## config.mk

```make
export PLATFORM = sky130hd
export DESIGN_NAME = term_ingress_fifo
export DESIGN_NICKNAME = d
export VERILOG_FILES = /design/src/rtl/term_ingress_fifo_pkg.sv /design/src/rtl/term_fifo_mem.sv /design/src/rtl/term_ingress_fifo.sv
export SDC_FILE = /design/constraint.sdc
export NUM_CORES = 1
export LEC_CHECK = 0
export BUFFER_PORTS_ARGS = -buffer_cell sky130_fd_sc_hd__clkbuf_2
export CAP_MARGIN = 20
export CELL_PAD_IN_SITES_DETAIL_PLACEMENT = 1
export CELL_PAD_IN_SITES_GLOBAL_PLACEMENT = 1
export CORE_ASPECT_RATIO = 0.5
export CORE_MARGIN = 2
export CORE_UTILIZATION = 48
export CTS_CLUSTER_SIZE = 25
export DETAILED_ROUTE_END_ITERATION = 10
export PLACE_DENSITY_LB_ADDON = 0.1
export SYNTH_ARGS = -nofsm -noshare
export SYNTH_HDL_FRONTEND = slang
export SYNTH_SLANG_ARGS = --single-unit
```

## constraint.sdc

```tcl
create_clock -name clk -period 3.2 [get_ports clk]
set_clock_uncertainty 0.1 [all_clocks]
set_input_delay 0.16 -clock clk [delete_from_list [all_inputs] [get_ports clk]]
set_output_delay 0.16 -clock clk [all_outputs]
set_load 0.01 [all_outputs]
```

## src/rtl/term_ingress_fifo_pkg.sv

```systemverilog
// Shared router definitions used by the terminal ingress FIFO: header field
// offsets, counter width, occupancy FSM states and the broadcast-pattern test.
package term_ingress_fifo_pkg;

  // Header field MSB positions, counted down from the packet MSB (pckg_sz - ofs).
  localparam int unsigned RowMsbOfs  = 9;
  localparam int unsigned ColMsbOfs  = 13;
  localparam int unsigned ModeMsbOfs = 17;
  localparam int unsigned AddrFieldW = 4;

  // Width of the rejection statistics counters.
  localparam int unsigned CntWidth = 16;

  typedef enum logic [0:0] {
    StEmpty,
    StActive
  } occ_state_e;

  // True when the low 'width' bits of 'field' are all ones.
  function automatic logic is_broadcast(input logic [63:0] field, input int unsigned width);
    logic all_ones;
    all_ones = 1'b1;
    for (int unsigned i = 0; i < 64; i++) begin
      if (i < width && !field[i]) all_ones = 1'b0;
    end
    return all_ones;
  endfunction

endpackage

```

## src/rtl/term_fifo_mem.sv

```systemverilog
// Packet storage for the ingress FIFO: synchronous write, asynchronous read.
// Contents are not reset; the controller masks the read data while empty.
module term_fifo_mem #(
  parameter int unsigned Width = 40,
  parameter int unsigned Depth = 4
) (
  input  logic                     clk,
  input  logic                     we,
  input  logic [$clog2(Depth)-1:0] waddr,
  input  logic [Width-1:0]         wdata,
  input  logic [$clog2(Depth)-1:0] raddr,
  output logic [Width-1:0]         rdata
);

  logic [Width-1:0] mem_q [Depth];

  // Write port: store the accepted packet at the write pointer.
  always_ff @(posedge clk) begin
    if (we) mem_q[waddr] <= wdata;
  end

  assign rdata = mem_q[raddr];

endmodule

```

## src/rtl/term_ingress_fifo.sv

```systemverilog
// Terminal-to-router ingress FIFO, first-word-fall-through, with overflow and
// (optionally) address-check drop statistics.
// Build option: define TERM_ADDR_CHECK_EN to reject pushes addressed outside
// the ROWS x COLUMS mesh (broadcast payloads always pass).
module term_ingress_fifo
  import term_ingress_fifo_pkg::*;
#(
  parameter int unsigned pckg_sz    = 40,
  parameter int unsigned fifo_depth = 4,
  parameter int unsigned ROWS       = 4,
  parameter int unsigned COLUMS     = 4
) (
  input  logic                                clk,
  input  logic                                reset,
  input  logic                                push,
  input  logic [pckg_sz-1:0]                  data_in,
  output logic                                full,
  output logic                                pndng,
  output logic [pckg_sz-1:0]                  data_out,
  input  logic                                popin,
  output logic [$clog2(fifo_depth+1)-1:0]     count,
  output logic [CntWidth-1:0]                 ovf_cnt,
  output logic [CntWidth-1:0]                 drop_cnt
);

  localparam int unsigned PtrW   = $clog2(fifo_depth);
  localparam int unsigned CountW = $clog2(fifo_depth + 1);

  logic [PtrW-1:0]     wr_ptr_q, wr_ptr_d;
  logic [PtrW-1:0]     rd_ptr_q, rd_ptr_d;
  logic [CountW-1:0]   count_q, count_d;
  logic [CntWidth-1:0] ovf_q, ovf_d;
  occ_state_e          state_q, state_d;
  logic [pckg_sz-1:0]  rd_data;

  logic addr_ok;
  logic pop_eff;
  logic push_acc;
  logic push_ovf;

`ifdef TERM_ADDR_CHECK_EN
  logic [AddrFieldW-1:0] tgt_row;
  logic [AddrFieldW-1:0] tgt_col;
  logic                  bcast;
  logic [CntWidth-1:0]   drop_q, drop_d;

  assign tgt_row = data_in[pckg_sz-RowMsbOfs -: AddrFieldW];
  assign tgt_col = data_in[pckg_sz-ColMsbOfs -: AddrFieldW];
  assign bcast   = is_broadcast(64'(data_in[pckg_sz-ModeMsbOfs:0]), pckg_sz - ModeMsbOfs + 1);

  // Out-of-mesh targets are rejected unless the payload is the broadcast pattern.
  always_comb begin
    addr_ok = 1'b1;
    if (!bcast && ((32'(tgt_row) >= ROWS) || (32'(tgt_col) >= COLUMS))) addr_ok = 1'b0;
  end

  // Address-rejection counter, saturating.
  always_comb begin
    drop_d = drop_q;
    if (push && !addr_ok && (drop_q != '1)) drop_d = drop_q + 1'b1;
  end

  // Drop counter register.
  always_ff @(posedge clk or posedge reset) begin
    if (reset) drop_q <= '0;
    else       drop_q <= drop_d;
  end

  assign drop_cnt = drop_q;
`else
  assign addr_ok  = 1'b1;
  assign drop_cnt = '0;
`endif

  assign full    = (count_q == CountW'(fifo_depth));
  assign pop_eff = popin && (state_q == StActive);
  // A full FIFO still takes a push when the head leaves in the same cycle.
  assign push_acc = push && addr_ok && (!full || pop_eff);
  assign push_ovf = push && addr_ok && full && !pop_eff;

  // Pointer, occupancy and overflow-counter next state.
  always_comb begin
    wr_ptr_d = wr_ptr_q;
    rd_ptr_d = rd_ptr_q;
    count_d  = count_q;
    ovf_d    = ovf_q;
    if (push_acc) begin
      wr_ptr_d = (wr_ptr_q == PtrW'(fifo_depth - 1)) ? '0 : wr_ptr_q + 1'b1;
    end
    if (pop_eff) begin
      rd_ptr_d = (rd_ptr_q == PtrW'(fifo_depth - 1)) ? '0 : rd_ptr_q + 1'b1;
    end
    if (push_acc && !pop_eff) count_d = count_q + 1'b1;
    if (!push_acc && pop_eff) count_d = count_q - 1'b1;
    if (push_ovf && (ovf_q != '1)) ovf_d = ovf_q + 1'b1;
  end

  // Occupancy FSM next state.
  always_comb begin
    state_d = state_q;
    unique case (state_q)
      StEmpty:  if (push_acc) state_d = StActive;
      StActive: if (pop_eff && !push_acc && (count_q == CountW'(1))) state_d = StEmpty;
      default:  state_d = StEmpty;
    endcase
  end

  // State registers; reset discards all stored packets by clearing occupancy.
  always_ff @(posedge clk or posedge reset) begin
    if (reset) begin
      wr_ptr_q <= '0;
      rd_ptr_q <= '0;
      count_q  <= '0;
      ovf_q    <= '0;
      state_q  <= StEmpty;
    end else begin
      wr_ptr_q <= wr_ptr_d;
      rd_ptr_q <= rd_ptr_d;
      count_q  <= count_d;
      ovf_q    <= ovf_d;
      state_q  <= state_d;
    end
  end

  term_fifo_mem #(
    .Width (pckg_sz),
    .Depth (fifo_depth)
  ) u_mem (
    .clk   (clk),
    .we    (push_acc),
    .waddr (wr_ptr_q),
    .wdata (data_in),
    .raddr (rd_ptr_q),
    .rdata (rd_data)
  );

  assign pndng    = (state_q == StActive);
  assign data_out = pndng ? rd_data : '0;
  assign count    = count_q;
  assign ovf_cnt  = ovf_q;

endmodule

```

Word level (Yosys, flattened, before mapping)
Memories as Yosys holds them, arrays and structs flattened. Index checks and enable logic that the tools add are counted.

Bitwise gates (word level): 1. Equal/unequal tests: 5. Add/sub/neg operators: 5. Mux-type cells: 9. Reductions and logical operators: 13.

Operators with widths (number): 2-to-1 mux 40 bit (1); adder 16 x 1 -> 16 bit, second input constant (1); inequality test 16 bit, second input constant (1); logical AND 1 bit (8); 2-to-1 mux 3 bit (2); adder 2 x 1 -> 2 bit, second input constant (2); equality test 2 bit, second input constant (2); 2-to-1 mux 2 bit (2); adder 3 x 1 -> 3 bit, second input constant (1); equality test 3 x 1 -> 1 bit, second input constant (1); equality test 3 bit, second input constant (1); zero test 1 bit (3); 2-to-1 mux 1 bit (3); subtractor 3 x 1 -> 3 bit, second input constant (1); one-hot mux 1 bit (2 select lines) (1); nonzero test 2 bit (1); logical OR 1 bit (1); inverter 1 bit (1).

Memory bits (writable): 160. Output and inout bits: 77. Bits of input ports: 44. Memories kept: 1. Register bits after elaboration: 24.

Memories: u_mem.mem_q (words 4, width 40, read ports 1, clocked after memory_dff 0, write ports 1, RTL line term_fifo_mem.sv:15) `logic [Width-1:0] mem_q [Depth];`.

Longest topological paths before layout
Depth after elaboration: 9. Gate-level depth with buffers: 7. Depth with buffers taken out: 7.

Modules after synthesis
Synthesis repeated with hierarchy kept, for this count alone.

Cell total of the unflattened synthesis: 393. Area total of the unflattened synthesis: 7538.5 µm².

Modules (own cells, without submodules): term_fifo_mem (cells an instance 213, area an instance 5848.1 µm², seq. area each 4804.6 µm², instances 1); term_ingress_fifo (cells an instance 180, area an instance 1690.4 µm², seq. area each 600.6 µm², instances 1).

Least setup slack after synthesis
No wires, ideal clock.

Path kind: reg2reg. Start point: register count_q[0], in the netlist count[0]. End point: memory u_mem.mem_q[3][0], enable pin. Buffers on the path: 0. Data arrival time: 2.499 ns. Setup time: 0.401 ns. Stages on the path, launching flop included: 7. Clock period less this slack: 3.000 ns. Required time: 2.699 ns. Path slack: 0.200 ns. Cell sequence: dfrtp_1 -> inv_1 -> ha_1 -> nand2_1 -> inv_1 -> a21boi_0 -> and2_1.

Cells in the longest elaborated chain, start to end: 6.

Ends and longest elaborated chain: start, declared (RTL line term_ingress_fifo.sv:31) `logic [CountW-1:0] count_q, count_d;`; start signal, assigned (RTL line term_ingress_fifo.sv:119) `count_q <= count_d;`; equality test 3 bit (RTL line term_ingress_fifo.sv:75) `assign full = (count_q == CountW'(fifo_depth));`; named net full (RTL line term_ingress_fifo.sv:17) `output logic full,`; zero test 1 bit (RTL line term_ingress_fifo.sv:78) `assign push_acc = push && addr_ok && (!full || pop_eff);`; logical OR 1 bit (RTL line term_ingress_fifo.sv:78); logical AND 1 bit (RTL line term_ingress_fifo.sv:78); 2-to-1 mux 1 bit (RTL line term_fifo_mem.sv:19) `if (we) mem_q[waddr] <= wdata;`; 2-to-1 mux 1 bit (implied by the code) (RTL line term_fifo_mem.sv:19); end, declared (RTL line term_fifo_mem.sv:15).

The timed path passes the listed nets, and every way through them passes these cells.

Worst setup path after layout
Start point: register count_q[1], in the netlist count[1]. End point: memory u_mem.mem_q[1][35], enable pin.

Cells in the longest elaborated chain, start to end: 6.

Ends and longest elaborated chain (RTL line): equality test 3 bit (term_ingress_fifo.sv:75); zero test 1 bit (term_ingress_fifo.sv:78); logical OR 1 bit (term_ingress_fifo.sv:78); logical AND 1 bit (term_ingress_fifo.sv:78); 2-to-1 mux 1 bit (term_fifo_mem.sv:19); 2-to-1 mux 1 bit (implied by the code) (term_fifo_mem.sv:19).

Every way passes these cells.

==> impl_metrics.env <==
export IMPL_status="finished, final reports clean"
export IMPL_finalHoldViolCount=0
export IMPL_grtUsageTotal_pct=19.49
export IMPL_setup_viol=0
export IMPL_fin_area_um2=9351
export IMPL_regArea_um2=5408
export IMPL_critPathMaxFanout=28
export IMPL_yosysTopAreaCell="edfxtp_1"
export IMPL_io_pins=121
export IMPL_die_height_um=92.71
export IMPL_max_slew_margin_pct=64.09
export IMPL_layout_nets=618
export IMPL_r2r_end="u_mem.mem_q[1][35]"
export IMPL_cp_slowest_stage_delay_ns=0.44
export IMPL_r2r_start="count[1]"
export IMPL_cts_sinks=184
export IMPL_timing_final_crit_share_pct=78.80
export IMPL_rows=32
export IMPL_reg2reg_slack_ns=0.68
export IMPL_n_antenna_cell=0
export IMPL_die_area_um2=16820
export IMPL_drtIter0Drc=252
export IMPL_vdd_drop_max_mv=0.4069
export IMPL_dp_hpwl_um=9256
export IMPL_startpoint="count[1]"
export IMPL_syn_to_final_growth_pct=23.78
export IMPL_place_congestion=0.7698
export IMPL_critPathKind="reg -> reg"
export IMPL_fmax_mhz=396.6
export IMPL_crit_path_start_kind="flop"
export IMPL_synthMostInstantiatedCell="edfxtp_1"
export IMPL_arrival_ns=2.55
export IMPL_drive_above_1_share_pct=36.05
export IMPL_syn_inst=405
export IMPL_grt_max_degree=44
export IMPL_p_per_area_nw_per_um2=855.0
export IMPL_insertion_delay_ns=0.43
export IMPL_synth_edff_count=160
export IMPL_end_kind="flop"
export IMPL_tightest_slew_ns=0.5387
export IMPL_reg2regPathDepth=8
export IMPL_synth_seq_cells=184
export IMPL_cts_tree="built"
export IMPL_dp_cells=707
export IMPL_cts_resized=0
export IMPL_rsz0062_at_grt="false"
export IMPL_cts_path_max_buffers=2
export IMPL_dr_pass1_iters=4
export IMPL_multi_input_area_um2=1978
export IMPL_power_leakage_uw=0.003536
export IMPL_synth_top_area_share_pct=63.60
export IMPL_syn_area_um2=7555
export IMPL_cap_viol_max_count=0
export IMPL_min_path_cells=3
export IMPL_grt_pass1_vias=4292
export IMPL_vias=4149
export IMPL_initial_core_util_pct=49.01
export IMPL_synth_ff_type="edfxtp_1"
export IMPL_ys_top_cells_by_area="edfxtp_1, mux4_2, dfrtp_1"
export IMPL_cts_max_level=4
export IMPL_critPathMostFrequentCell="inv_1"
export IMPL_io_buffers=104
export IMPL_fin_setup_tns_ns=0
export IMPL_root_buffer="clkbuf_16"
export IMPL_final_core_util_pct=60.67
export IMPL_instances_no_fill=781
export IMPL_grt_pass1_wl_um=24140
export IMPL_yosysWarningCount=0
export IMPL_crit_chain="inv_1 > ha_1 > nand2_1 > inv_1 > a21boi_0 > buf_4 > and2_2 > buf_12"
export IMPL_slowest_stage="dfrtp_1"
export IMPL_ys_types=40
export IMPL_place_area_um2=8328
export IMPL_route_detailed_drc=0
export IMPL_min_path_type="in -> reg"
export IMPL_syn_area_per_cell_um2=18.65
export IMPL_path_clk_slew_ns=0.07
export IMPL_min_period_ns=2.522
export IMPL_yosys_top_cells_count="edfxtp_1, and2_1, mux4_2"
export IMPL_crit_path_end="u_mem.mem_q[1][35]"
export IMPL_final_antenna_net_count=0
export IMPL_grt_overflow=0
export IMPL_detail_route_vias_per_cell=5.312
export IMPL_core_area_um2=15410
export IMPL_nFillCells=1389
export IMPL_synth_async_reset_ratio_pct=13.04
export IMPL_seq_area_frac_synth_pct=71.55
export IMPL_maxSlewViolCount=0
export IMPL_antenna_found_initial=0
export IMPL_cts_made_buffers=17
export IMPL_cp_required_ns=3.23
export IMPL_drt_wirelength_per_cell_um=19.42
export IMPL_drt_total_wl_um=15170
export IMPL_die_w_um=181.4
## sequential cells by signal, summed over array words and instances, names as in the netlist
| register | cells |
|---|---|
| count | 3 |
| rd_ptr_q | 2 |
| u_mem.mem_q | 160 |
| pndng | 1 |
| wr_ptr_q | 2 |
| ovf_cnt | 16 |
## power breakdown
part	internal [uW]	switching, uW
Clock	1060	1030
Combinational	1240	1330
Sequential	3110	222
## placed cells by master (no fill, tap or decap), types with 6 or more instances in the layout
| cell | count |
|---|---|
| edfxtp_1 | 160 |
| clkbuf_2 | 104 |
| and2_1 | 41 |
| dlygate4sd3_1 | 41 |
| mux4_2 | 40 |
| dfrtp_1 | 22 |
| clkbuf_16 | 17 |
| conb_1 | 16 |
| nand2_1 | 12 |
| a21oi_1 | 12 |
| xor2_1 | 10 |
| ha_1 | 10 |
| inv_1 | 9 |
| nor3_1 | 7 |
| buf_4 | 7 |
| inv_8 | 6 |
## per-layer routing
metal  global-route usage, %  vias up  share of wire [%]
met2                   31.23      123                 48
met4                   6.843        0                1.3
met1                   26.83     2148                 46
li1                        -     1864                  -
met5                       0        -                  0
met3                   4.208       14                4.6
## logic make-up (layout without fill, tap and decap cells)
logic type      after synthesis  in the layout  share of synthesized area, %
flops                       184            184                         71.55
simple gates                 92             92                         8.098
mux                          42             42                         12.22
buf+inv                      41            198                         3.080
compound gates               23             23                         1.955
xor+xnor                     12             12                         1.391
fa+ha+maj                    10             10                         1.656
other cells                   1             16                       0.04964
## worst min path at each step
stage	start	endpoint	slack, ns
after floorplan	reset	count[0]	0.07
after global placement	data_in[0]	u_mem.mem_q[3][0]	0.28
after detailed placement	data_in[30]	u_mem.mem_q[2][30]	0.29
after CTS	push	pndng	0.002
after global routing	push	pndng	0.07
final	push	pndng	0.03
## cell type report
cell class	count	area share, %
tap	204	2.729
clock inverter	15	1.846
inverter	9	0.3613
clock buffer	17	4.549
sequential	184	57.83
multi-input combinational	195	21.15
timing repair buffer	157	11.53
## critical path, delay by kind of cell, from the launching register on
| kind | cells | cell delay [ns] |
|---|---|---|
| compound gates | 1 | 0.20 |
| fa+ha+maj | 1 | 0.22 |
| flops | 1 | 0.44 |
| simple gates | 2 | 0.56 |
| buf+inv | 4 | 0.70 |
## repair_timing
item                      CTS  global route
setup buffers               0             0
hold endpoints to repair  184             0
hold buffers               41             0
## per-stage QoR
step	hold WS [ns]	power, uW	worst slack, ns
5_1_grt	0.07165	8439	0.4702
6_report	0.03288	7996	0.6783
3_5_place_dp	0.2865	5970	0.6692
3_3_place_gp	0.2799	5927	0.7680
4_1_cts	0.002217	8115	0.6379
2_1_floorplan	0.07462	4983	0.2000
Note: power is estimated with default switching activity, not from simulation.
